==> src/rtl/lsu_pkg.sv <==
// Shared definitions for the load/store unit: funct3 codes, sequencer states
// and the request legality rule.
package lsu_pkg;

  localparam logic [2:0] F3_B  = 3'b000;
  localparam logic [2:0] F3_H  = 3'b001;
  localparam logic [2:0] F3_W  = 3'b010;
  localparam logic [2:0] F3_BU = 3'b100;
  localparam logic [2:0] F3_HU = 3'b101;

  typedef enum logic [1:0] {
    IDLE  = 2'd0,
    ISSUE = 2'd1,
    WAIT  = 2'd2,
    RESP  = 2'd3
  } lsu_state_t;

  // Unsigned widths exist only for loads; halves and words must be naturally aligned.
  function automatic logic is_legal(input logic we, input logic [2:0] funct3,
                                    input logic [1:0] addr_lo);
    logic ok;
    ok = 1'b0;
    case (funct3)
      F3_B:    ok = 1'b1;
      F3_H:    ok = ~addr_lo[0];
      F3_W:    ok = (addr_lo == 2'b00);
      F3_BU:   ok = ~we;
      F3_HU:   ok = ~we & ~addr_lo[0];
      default: ok = 1'b0;
    endcase
    return ok;
  endfunction

endpackage

==> src/rtl/lsu_lane_align.sv <==
// Combinational byte-lane logic: store byte enables and lane replication,
// load lane extraction with sign or zero extension.
module lsu_lane_align
  import lsu_pkg::*;
(
  input  logic [2:0]  funct3,
  input  logic [1:0]  addr,
  input  logic [31:0] wdata,
  input  logic [31:0] rdata,
  output logic [3:0]  be,
  output logic [31:0] wdata_rep,
  output logic [31:0] rdata_ext
);

  logic [31:0] shifted;

  // Store side: enables and replicated data by access width.
  always_comb begin
    be        = 4'b0000;
    wdata_rep = 32'h0000_0000;
    case (funct3[1:0])
      2'b00: begin
        be        = 4'b0001 << addr;
        wdata_rep = {4{wdata[7:0]}};
      end
      2'b01: begin
        be        = 4'b0011 << {addr[1], 1'b0};
        wdata_rep = {2{wdata[15:0]}};
      end
      2'b10: begin
        be        = 4'b1111;
        wdata_rep = wdata;
      end
      default: begin
        be        = 4'b0000;
        wdata_rep = 32'h0000_0000;
      end
    endcase
  end

  // Load side: bring the addressed lane down to bit 0, then extend.
  always_comb begin
    shifted   = rdata >> {addr, 3'b000};
    rdata_ext = 32'h0000_0000;
    case (funct3)
      F3_B:    rdata_ext = {{24{shifted[7]}}, shifted[7:0]};
      F3_H:    rdata_ext = {{16{shifted[15]}}, shifted[15:0]};
      F3_W:    rdata_ext = shifted;
      F3_BU:   rdata_ext = {24'h00_0000, shifted[7:0]};
      F3_HU:   rdata_ext = {16'h0000, shifted[15:0]};
      default: rdata_ext = 32'h0000_0000;
    endcase
  end

endmodule

==> src/rtl/load_store_unit.sv <==
// Multi-cycle load/store sequencer between the core datapath and a
// synchronous data memory port with fixed read latency.
module load_store_unit
  import lsu_pkg::*;
#(
  parameter int MEM_LATENCY = 1,
  parameter int ADDR_WIDTH  = 32
) (
  input  logic                  clk,
  input  logic                  reset,
  input  logic                  req_valid,
  output logic                  req_ready,
  input  logic                  req_we,
  input  logic [2:0]            req_funct3,
  input  logic [ADDR_WIDTH-1:0] req_addr,
  input  logic [31:0]           req_wdata,
  output logic                  resp_valid,
  output logic [31:0]           resp_rdata,
  output logic                  resp_fault,
  output logic [ADDR_WIDTH-1:0] mem_addr,
  output logic                  mem_wren,
  output logic [3:0]            mem_be,
  output logic [31:0]           mem_wdata,
  input  logic [31:0]           mem_rdata
);

  lsu_state_t  state;
  logic        we_q;
  logic [2:0]  f3_q;
  logic [1:0]  lo_q;
  logic [31:0] wdata_q;
  logic [2:0]  cnt;

  logic [2:0]  sel_f3;
  logic [1:0]  sel_lo;
  logic [31:0] sel_wdata;
  logic [3:0]  be;
  logic [31:0] wdata_rep;
  logic [31:0] rdata_ext;
  logic        accept;
  logic        legal;

  assign accept = (state == IDLE) && req_valid && req_ready;
  assign legal  = is_legal(req_we, req_funct3, req_addr[1:0]);

  // Lane logic sees the live request while idle so ISSUE outputs can be registered at accept.
  always_comb begin
    if (state == IDLE) begin
      sel_f3    = req_funct3;
      sel_lo    = req_addr[1:0];
      sel_wdata = req_wdata;
    end else begin
      sel_f3    = f3_q;
      sel_lo    = lo_q;
      sel_wdata = wdata_q;
    end
  end

  lsu_lane_align u_align (
    .funct3    (sel_f3),
    .addr      (sel_lo),
    .wdata     (sel_wdata),
    .rdata     (mem_rdata),
    .be        (be),
    .wdata_rep (wdata_rep),
    .rdata_ext (rdata_ext)
  );

  // Sequencer state and all registered outputs.
  always_ff @(posedge clk or posedge reset) begin
    if (reset) begin
      state      <= IDLE;
      we_q       <= 1'b0;
      f3_q       <= 3'b000;
      lo_q       <= 2'b00;
      wdata_q    <= 32'h0000_0000;
      cnt        <= 3'd0;
      req_ready  <= 1'b0;
      resp_valid <= 1'b0;
      resp_rdata <= 32'h0000_0000;
      resp_fault <= 1'b0;
      mem_addr   <= '0;
      mem_wren   <= 1'b0;
      mem_be     <= 4'b0000;
      mem_wdata  <= 32'h0000_0000;
    end else begin
      case (state)
        IDLE: begin
          if (accept) begin
            we_q      <= req_we;
            f3_q      <= req_funct3;
            lo_q      <= req_addr[1:0];
            wdata_q   <= req_wdata;
            req_ready <= 1'b0;
            if (legal) begin
              state     <= ISSUE;
              mem_addr  <= {req_addr[ADDR_WIDTH-1:2], 2'b00};
              mem_be    <= be;
              mem_wdata <= wdata_rep;
              mem_wren  <= req_we;
            end else begin
              state      <= RESP;
              resp_valid <= 1'b1;
              resp_fault <= 1'b1;
              resp_rdata <= 32'h0000_0000;
            end
          end else begin
            req_ready <= 1'b1;
          end
        end
        ISSUE: begin
          mem_wren <= 1'b0;
          cnt      <= 3'(MEM_LATENCY - 1);
          if (we_q) begin
            state      <= RESP;
            resp_valid <= 1'b1;
            resp_fault <= 1'b0;
            resp_rdata <= 32'h0000_0000;
          end else begin
            state <= WAIT;
          end
        end
        WAIT: begin
          if (cnt == 3'd0) begin
            state      <= RESP;
            resp_valid <= 1'b1;
            resp_fault <= 1'b0;
            resp_rdata <= rdata_ext;
          end else begin
            cnt <= cnt - 3'd1;
          end
        end
        RESP: begin
          resp_valid <= 1'b0;
          req_ready  <= 1'b1;
          state      <= IDLE;
        end
        default: begin
          state <= IDLE;
        end
      endcase
    end
  end

endmodule

==> config.mk <==
export PLATFORM = sky130hd
export DESIGN_NAME = load_store_unit
export DESIGN_NICKNAME = d
export VERILOG_FILES = /design/src/rtl/lsu_pkg.sv /design/src/rtl/lsu_lane_align.sv /design/src/rtl/load_store_unit.sv
export SDC_FILE = /design/constraint.sdc
export NUM_CORES = 1
export LEC_CHECK = 0
export ABC_AREA = 1
export CAP_MARGIN = 20
export CORE_UTILIZATION = 45
export DETAILED_ROUTE_END_ITERATION = 16
export PLACE_DENSITY = 0.9
export SLEW_MARGIN = 20
export SYNTH_ARGS = -nofsm -noshare
export SYNTH_HDL_FRONTEND = slang
export SYNTH_SLANG_ARGS = --single-unit
export TNS_END_PERCENT = 1
==> constraint.sdc <==
create_clock -name clk -period 5 [get_ports clk]
set_clock_uncertainty 0.2 [all_clocks]
set_input_delay 1 -clock clk [delete_from_list [all_inputs] [get_ports clk]]
set_output_delay 1 -clock clk [all_outputs]
set_load 0.05 [all_outputs]
==> results of run 1 <==
[cells in the mapped netlist (6+ instances only)]
| master | instances | share of area (%) |
|---|---|---|
| sky130_fd_sc_hd__nand2_1 | 405 | 26 |
| sky130_fd_sc_hd__dfrtp_1 | 113 | 49 |
| sky130_fd_sc_hd__nand3_1 | 54 | 4.7 |
| sky130_fd_sc_hd__nor2_1 | 43 | 2.8 |
| sky130_fd_sc_hd__inv_1 | 24 | 1.6 |
| sky130_fd_sc_hd__o21ai_0 | 18 | 1.6 |
| sky130_fd_sc_hd__buf_2 | 14 | 1.2 |
| sky130_fd_sc_hd__a31oi_1 | 13 | 1.4 |
| sky130_fd_sc_hd__nand2_2 | 11 | 1.2 |
| sky130_fd_sc_hd__clkbuf_1 | 10 | 0.65 |
| sky130_fd_sc_hd__buf_6 | 9 | 1.8 |
| sky130_fd_sc_hd__o22ai_1 | 9 | 0.98 |
| sky130_fd_sc_hd__or2_0 | 7 | 0.76 |
| sky130_fd_sc_hd__ha_1 | 6 | 1.3 |
| sky130_fd_sc_hd__nor2_2 | 6 | 0.65 |
[layout by cell type, fill, tap and decap left out, drive strengths merged]
cell / n
buf: 5
clkdlybuf4s50: 204
bufinv: 4
conb: 2
ha: 6
nand2: 417
clkinv: 6
clkinvlp: 2
clkbuf: 21
nand3: 58
nand4: 1
nor2: 51
or2: 7
dfrtp: 113
o21ai: 23
a21oi: 4
o22ai: 9
nand3b: 2
inv: 28
a31oi: 13
[registers in the layout, summed over array words and instances (netlist names)]
name        cells
mem_wdata      32
resp_rdata     32
mem_addr       30
mem_be          4
cnt             3
f3_q            3
lo_q            2
state           2
mem_wren        1
req_ready       1
resp_fault      1
resp_valid      1
we_q            1
[final timing paths]
kind,slack (ns),endpoint
max in group asynchronous,2.76,mem_addr[21]
setup / recovery,1.53,resp_rdata[31]
setup reg to reg,1.53,resp_rdata[31]
hold reg to reg,0.26,mem_addr[12]
hold / removal,0.26,mem_addr[12]
min in group asynchronous,0.97,mem_addr[13]
[worst reg2reg max path: cells and delay by family, from the launching register on]
kind	cells	cell delay, ns
and+or+nand+nor	8	2.04
buffers and inverters	1	0.12
DFF	1	0.41
adders and majority gates	1	0.64
[through the flow]
stage / instances / hold WS, ns
after CTS: 1144 / 0.2697
final: 1144 / 0.2647
after floorplan: 773 / 0.2530
after global placement: 1112 / 0.2525
after global routing: 1144 / 0.2843
after detailed placement: 1112 / 0.2572
[cells by family (layout without fill, tap and decap cells)]
| logic type | Yosys count | in the layout | synth area share [%] |
|---|---|---|---|
| fa+ha+maj | 6 | 6 | 1.304 |
| buf+inv | 67 | 270 | 6.150 |
| other cells | 1 | 2 | 0.06513 |
| compound gates | 49 | 49 | 4.867 |
| simple gates | 536 | 536 | 38.51 |
| flops | 113 | 113 | 49.11 |
[routing by layer]
layer  GRT usage [%]  vias up
met5               0        -
met4           10.91        0
met3           6.747       40
met2           43.29      307
met1           32.65     2644
li1                -     2804
[power by group]
part           switching (mW)  total [mW]  internal, mW
clock                   0.420        1.28         0.855
combinational            2.78        3.99          1.21
sequential              0.225        1.53          1.31
total                    3.42        6.80          3.38
[layout make-up]
| class | instances | share of cell area [%] |
|---|---|---|
| Clock buffer | 21 | 5.458 |
| Clock inverter | 11 | 1.898 |
| Inverter | 29 | 1.350 |
| Multi-Input combinational cell | 593 | 30.64 |
| Sequential cell | 113 | 33.52 |
| Tap cell | 168 | 2.491 |
| Timing Repair Buffer | 209 | 24.65 |
==> metrics, run 1 <==
root buf cell=sky130_fd_sc_hd__clkbuf_16; number of nets in the finished design=about 1100; kind of path behind the tightest hold check=reg -> reg; final clock period utilization by the worst path=around 69%; Post-synth ARST share=100.0%; Chip Height=roughly 120 um; Top delay family on crit path=simple AND/OR/NAND/NOR gates; worst reg-to-reg path cell count=10; area of all sequential standard cells=roughly 2800 um2; post-detailed-route DRC marker count=0; Max Fclk=288.3 MHz; setup repair after global routing missed its margin=false; leakage power of the design=around 4.2 nW; total core area=12260 um2; CP Depth=10; Primary FF master, synth=sky130_fd_sc_hd__dfrtp_1; DR top layer=met4; Cells after Synth=~770; initial detailed-routing violation count=606; worst slew margin relative to its limit=35.04%; part of the Yosys area used for sequential elements=between 40% and 50%; detailed-routed wire length on met2=7941 um; drt total wl=about 17000 um; worst-path cell chain=inv_1 -> ha_1 -> nand3_4 -> nand2_1 -> nand2_1 -> nor2_2 -> nand3b_4 -> nor2_4 -> nand2_1 -> nand2_1; wire length of the first global-routing pass=approximately 27000 um; Peak VDD IR=between 400 and 500 uV; number of post-CTS setup repair buffers=0; GP Congestion=approximately 0.83; number of top-level pins=about 210; WP data arrival=about 3.6 ns; Setup Viol. Count Final=0; Post-CTS Resized=0; origin of the critical flop-to-flop path=state[1]; type of the worst setup path=reg -> reg; outcome=complete, no violations; PortBufs=about 200; Multi-input gate area=~2600 um2; FILL cells=approximately 900; Data required, critical path=roughly 5.1 ns; count of nets left with antenna violations after detail routing=0; final-report max-slew violation count=0; CP bufs+invs=1; startpoint of the most critical setup path=state[1]; Detail Placement HPWL=11780 um; slowest CP cell=sky130_fd_sc_hd__nor2_4; number of instances on the worst hold path=2; final critical path time including I/O delays and setup=roughly 3.5 ns; layout cells sized above 1=6.967%; Worst Setup Slack, final=~1.5 ns; count of clock tree sinks=roughly 110; Yosys reg bits=113; via count of the first global-routing pass=5507; overall routing resource usage=26.18%; startpoint types=register; Metal-1 WL=roughly 7000 um; initial antenna violation count=0; most used cell, CP=sky130_fd_sc_hd__nand2_1; count of vias placed by the detailed router=5795; Worst Hold Launch=mem_addr[12]; max incr delay on CP=between 0.6 and 0.7 ns; Std-Cell Rows=40; total global routing overflow=0; number of buffers created by CTS=17; Worst-Margin Slew=between 0.9 and 1 ns; full die area=around 13000 um2; initial core utilization=46.96%; number of synthesized flops with an enable pin=0; total design power=between 6 and 7 mW; maximum clock insertion buffer count=2; total inserted antenna cells=0; pin count of the biggest net entering global routing=between 70 and 80; hold bufs inserted after CTS=0; post-placement setup slack=roughly 1.4 ns; H-tree level count=4; clock edge transition at the registers on the reported setup and hold paths=0.06 ns; via-per-instance ratio=roughly 5; warnings from Yosys=0; number of hold-slack violations in the final timing report=0; die width=between 100 and 150 um; Max Cap Violations=0; insertion delay to the later sink of the worst-skew pair=just over 0.4 ns; Synth-to-Final Area Change=46.52%; routed length per placed instance=14.68 um; cell area power density=806.2 nW/um2; Cell Area, Synth=5758 um2; TritonRoute pass-1 iters=5; total cell area at the placement stage=just under 8000 um2; count of distinct cell types in the synthesized netlist=30; CTS tree=yes; sum of negative setup slack=0 ns; Avg Synthesized Cell Area=between 7 and 8 um2; routed length on met3=roughly 1400 um; Max FO, Critical Path=37; summed area of non-filler cells in the final layout=between 8000 and 9000 um2; post-layout utilization of the core=approximately 69%; critical path endpoint category=register
Note: power is estimated with default switching activity, not from simulation.
==> run 2: changes to the inputs <==
- CORE_UTILIZATION: 45 -> 41
- PLACE_DENSITY: 0.9 -> 0.87
- clock period: 5 -> 3.1 ns (I/O delays scaled with it)
==> metrics, run 2 (synthesis results as in run 1) <==
pin count of the biggest net entering global routing=79; critical path endpoint category=register; total core area=approximately 13000 um2; number of instances on the worst hold path=2; routed length per placed instance=between 10 and 15 um; commonest cells after routing, fill and taps aside=405 x sky130_fd_sc_hd__nand2_1, 204 x sky130_fd_sc_hd__clkdlybuf4s50_1, 113 x sky130_fd_sc_hd__dfrtp_1, 54 x sky130_fd_sc_hd__nand3_1, 43 x sky130_fd_sc_hd__nor2_1; slowest CP cell=sky130_fd_sc_hd__nand3_2; Worst-Margin Slew=slightly below 0.7 ns; Max Fclk=about 370 MHz; drt total wl=between 15000 and 20000 um; H-tree level count=4; type of the worst setup path=reg -> reg; total inserted antenna cells=0; CP bufs+invs=1; hold bufs inserted after CTS=0; CTS tree=yes; Data required, critical path=3.25 ns; number of post-CTS setup repair buffers=0; total cell area at the placement stage=7930 um2; worst-path cell chain=inv_1 -> ha_1 -> nand2_1 -> nand2_2 -> nand2_1 -> nand3_2 -> nand3_2 -> nand3_1 -> nand2_1 -> nand2_1; worst reg-to-reg path cell count=10; number of nets in the finished design=~1100; setup repair after global routing missed its margin=false; Chip Height=around 120 um; WP data arrival=around 2.8 ns; full die area=roughly 15000 um2; final clock period utilization by the worst path=86.34%; die width=approximately 120 um; post-layout utilization of the core=~63%; Peak VDD IR=approximately 820 uV; post-detailed-route DRC marker count=0; count of vias placed by the detailed router=a little under 6000; sum of negative setup slack=0 ns; Top delay family on crit path=simple AND/OR/NAND/NOR gates; overall routing resource usage=roughly a quarter; number of top-level pins=between 200 and 250; wire length of the first global-routing pass=27620 um; Std-Cell Rows=42; final-report max-slew violation count=0; CP Depth=10; via count of the first global-routing pass=around 5600; initial antenna violation count=0; startpoint types=register; cell area power density=about 1300 nW/um2; max incr delay on CP=slightly above 0.4 ns; Post-CTS Resized=0; GP Congestion=0.8529; Setup Viol. Count Final=0; FILL cells=around 1100; clock edge transition at the registers on the reported setup and hold paths=~0.05 ns; layout cells sized above 1=approximately 7.6%; maximum clock insertion buffer count=2; number of buffers created by CTS=17; initial core utilization=42.80%; count of clock tree sinks=around 110; final critical path time including I/O delays and setup=around 2.7 ns; worst slew margin relative to its limit=a little over half; post-placement setup slack=roughly 0.34 ns; leakage power of the design=4.212 nW; total global routing overflow=0; count of nets left with antenna violations after detail routing=0; Worst Hold Launch=mem_addr[23]; TritonRoute pass-1 iters=5; root buf cell=sky130_fd_sc_hd__clkbuf_16; Detail Placement HPWL=between 10000 and 15000 um; Max FO, Critical Path=24; most common library cell in the layout ignoring fill and taps=sky130_fd_sc_hd__nand2_1; registers with the highest flip-flop counts=mem_wdata: 32 flops, resp_rdata: 32 flops, mem_addr: 30 flops; startpoint of the most critical setup path=state[0]; origin of the critical flop-to-flop path=state[0]; initial detailed-routing violation count=between 400 and 500; Max Cap Violations=0; PortBufs=a little over 200; Worst Setup Slack, final=roughly 0.42 ns; kind of path behind the tightest hold check=reg -> reg; number of hold-slack violations in the final timing report=0; most used cell, CP=sky130_fd_sc_hd__nand2_1; summed area of non-filler cells in the final layout=between 8000 and 9000 um2; outcome=complete, no violations; via-per-instance ratio=5.022; insertion delay to the later sink of the worst-skew pair=just over 0.4 ns; Synth-to-Final Area Change=47.22%
==> run 2: power breakdown <==
group / internal (mW) / switching [mW] / total (mW)
logic: 2.02 / 4.48 / 6.51
clock network: 1.13 / 0.675 / 1.80
registers: 2.11 / 0.361 / 2.47
==> run 2: final timing paths <==
path	end	slack, ns
min	mem_addr[23]	0.26
max	resp_rdata[27]	0.42
min in group asynchronous	mem_addr[18]	0.47
max reg2reg	resp_rdata[27]	0.42
min reg2reg	mem_addr[23]	0.26
max in group asynchronous	mem_wdata[11]	1.64
==> run 2: routing by layer <==
| layer | routed length, um | track usage [%] | part of all wire, % |
|---|---|---|---|
| met1 | 7243 | 31.06 | 43 |
| met2 | 8015 | 40.23 | 47 |
| met3 | 1424 | 5.660 | 8.4 |
| met4 | 317 | 8.951 | 1.9 |
| met5 | 0 | 0 | 0 |
==> run 2: worst reg2reg max path, stage by stage, from the launching register on <==
cell and delay, ns:
sky130_fd_sc_hd__dfrtp_1 0.40, sky130_fd_sc_hd__inv_1 0.12, sky130_fd_sc_hd__ha_1 0.39, sky130_fd_sc_hd__nand2_1 0.19, sky130_fd_sc_hd__nand2_2 0.28, sky130_fd_sc_hd__nand2_1 0.14
sky130_fd_sc_hd__nand3_2 0.11, sky130_fd_sc_hd__nand3_2 0.41, sky130_fd_sc_hd__nand3_1 0.23, sky130_fd_sc_hd__nand2_1 0.08, sky130_fd_sc_hd__nand2_1 0.07
==> run 2: final cells by class <==
| cell class | count | area [um2] | area share, % |
|---|---|---|---|
| clock inverter | 11 | 90.09 | 1.063 |
| inverter | 29 | 115.1 | 1.358 |
| multi-input combinational | 593 | 2585 | 30.49 |
| tap | 176 | 220.2 | 2.598 |
| sequential | 113 | 2828 | 33.36 |
| clock buffer | 20 | 456.7 | 5.387 |
| timing repair buffer | 216 | 2182 | 25.74 |
==> run 2: per-stage QoR <==
stage          hold WS, ns  instances  total power, mW
6_report            0.2648       1158            10.78
5_1_grt             0.2822       1158            11.48
4_1_cts             0.2706       1158            10.82
3_5_place_dp        0.2579       1127            8.961
3_3_place_gp        0.2523       1127            8.836
2_1_floorplan       0.2530        773            7.050
==> run 3: changes to the inputs <==
- TNS_END_PERCENT: 1 -> 100
==> results of run 3 <==
Final layout, timing and power as in run 2 (identical DEF).
==> variant, RTL diff (config.mk and constraints of run 3) <==
Set the parameter `ADDR_WIDTH` to 40 (it was 32).
--- a/src/rtl/load_store_unit.sv
+++ b/src/rtl/load_store_unit.sv
@@ -4,7 +4,7 @@
   import lsu_pkg::*;
 #(
   parameter int MEM_LATENCY = 1,
-  parameter int ADDR_WIDTH  = 32
+  parameter int ADDR_WIDTH  = 40
 ) (
   input  logic                  clk,
   input  logic                  reset,
Ports: changed (resized mem_addr and req_addr); port bits go from 207 to 223. No check against the original RTL was run, so the function may have changed too.
==> variant against run 3 <==
Worst hold slack improved by 0.0040 ns. Routed wire length grew 11%. Total power up 7.3%. Final cell count increased by 5.8%. Worst setup slack worse by 0.0061 ns. Global-route usage is 0.78 points higher. Sequential cell count is 8 higher. Critical path depth shrank 2. Area after synthesis increased by 6.7%. Final area rose by 8.0%. Critical endpoint is now mem_wdata[31]$_DFFE_PP0P_. Largest cell class unchanged. Largest power group unchanged. Highest routed layer unchanged.
==> variant: results (changes against run 3) <==
detailed placement HPWL=13,440 um (was 12,130 um); crit path DAT=2.78 ns (was 2.83 ns); part of the Yosys area used for sequential elements=49.30% (was 49.11%); largest net degree at the start of global routing=86 (was 79); comb_multi_in=621 (was 593); worst r2r src=state[1]$_DFFE_PP0P_ (was state[0]$_DFFE_PP0P_); first-pass GRT wire length=31,050 um (was 27,620 um); status=finished clean (unchanged); Non-Clock Buffer Count=233 (was 216); biggest regs=mem_addr: 38 flops, mem_wdata: 32 flops, resp_rdata: 32 flops (was mem_wdata: 32 flops, resp_rdata: 32 flops, mem_addr: 30 flops); fin nets=1,145 (was 1,079); P_leak=4.608 nW (was 4.212 nW); # fillers=1,217 (was 1,128); GRT Util Overall=25.12% (was 24.34%); CLK BUF=21 (was 20); area occupied by multi-input gates=2769 sq um (was 2585 sq um); wire per inst=15.47 um (was 14.68 um); share of layout cells above drive strength 1=8.165% (was 7.637%); Rel. slew slack=39.60% (was 53.86%); data-path buffer share of cell area in the final layout=25.54% (was 25.74%); Register Area=3028 sq um (was 2828 sq um); Max VDD drop=723.6 uV (was 819.9 uV); gpl congestion=0.8924 (was 0.8529); nonclk inv count=34 (was 29); drt initial violations=447 (was 490); synth cell count leaders=nand2_1 (441), dfrtp_1 (121), nand3_1 (41), nor2_1 (36), inv_1 (32) (was nand2_1 (405), dfrtp_1 (113), nand3_1 (54), nor2_1 (43), inv_1 (24)); vias in the first global route=6,123 (was 5,640); via-per-instance ratio=5.066 (was 5.022); R2R depth=8 (was 10)
variant: cell count changes after synthesis, moves of 7 or more:
cell / before / now
or2_0: 7 / 0
nand2_1: 405 / 441
dfrtp_1: 113 / 121
nand3_2: 3 / 13
inv_1: 24 / 32
o21ai_0: 18 / 31
nand3_1: 54 / 41
nor2_1: 43 / 36
variant: worst max path at each step:
| stage | to | slack [ns] | depth (start not counted) |
|---|---|---|---|
| floorplan | cnt[0]$_DFFE_PP0P_ | 0.80 | 1 |
| global placement | resp_rdata[16]$_DFFE_PP0P_ | 0.07 | 10 |
| detailed placement | resp_rdata[4]$_DFFE_PP0P_ | 0.02 | 10 |
| CTS | resp_rdata[29]$_DFFE_PP0P_ | 0.16 | 10 |
| global route | mem_be[0]$_DFFE_PP0P_ | 0.15 | 7 |
| finish | mem_wdata[31]$_DFFE_PP0P_ | 0.42 | 8 |
variant: stage by stage:
step / instances / utilization [%] / hold WS [ns] / worst slack, ns / instance area [sq um]
2_1_floorplan: 815 / - / 0.2530 / 0.7967 / 6150
3_3_place_gp: 1193 / 58.22 / 0.2520 / 0.07181 / 8493
3_5_place_dp: 1193 / 58.22 / 0.2572 / 0.01737 / 8493
4_1_cts: 1225 / 62.70 / 0.2711 / 0.1611 / 9148
5_1_grt: 1225 / 62.73 / 0.2900 / 0.1460 / 9151
6_report: 1225 / 62.73 / 0.2688 / 0.4173 / 9151
variant: worst max-delay path, stage by stage (launching register included):
cell	delay [ns]
dfrtp_1	0.40
inv_1	0.14
ha_1	0.22
buf_4	0.21
nand3_2	0.13
nor2_4	0.17
clkinv_2	0.69
nand2_1	0.30
nand2_1	0.09
variant: cells by family (layout without fill, tap and decap cells):
logic type,count (synthesis),count (layout),share of synthesized area (%)
buffers and inverters,73,299,5.806
and+or+nand+nor,559,559,38.77
adders and majority gates,6,6,1.222
AOI/OAI and AO/OA,54,54,4.848
other,1,2,0.06105
DFF,121,121,49.30
variant: power by group through the flow:
stage	combinational [mW]	clock [mW]	sequential, mW
after floorplan	2.61	0	4.63
after global placement	6.64	0	2.60
after detailed placement	6.73	0	2.61
after CTS	6.77	2.22	2.60
after global routing	7.27	2.31	2.68
final	6.77	2.19	2.61
variant: per-layer routing:
| metal | part of all wire [%] | global-route usage [%] | vias up |
|---|---|---|---|
| met1 | 40 | 30.48 | 2875 |
| met3 | 8.4 | 7.345 | 41 |
| met4 | 2.8 | 11.34 | 0 |
| met2 | 48 | 41.18 | 316 |
| met5 | 0 | 0 | - |
| li1 | - | - | 2974 |
variant: what timing repair did:
item                                    in CTS  in global routing
buffers inserted                             0                  0
resized for setup                            0                  1
endpoints found under the setup margin       0                 16
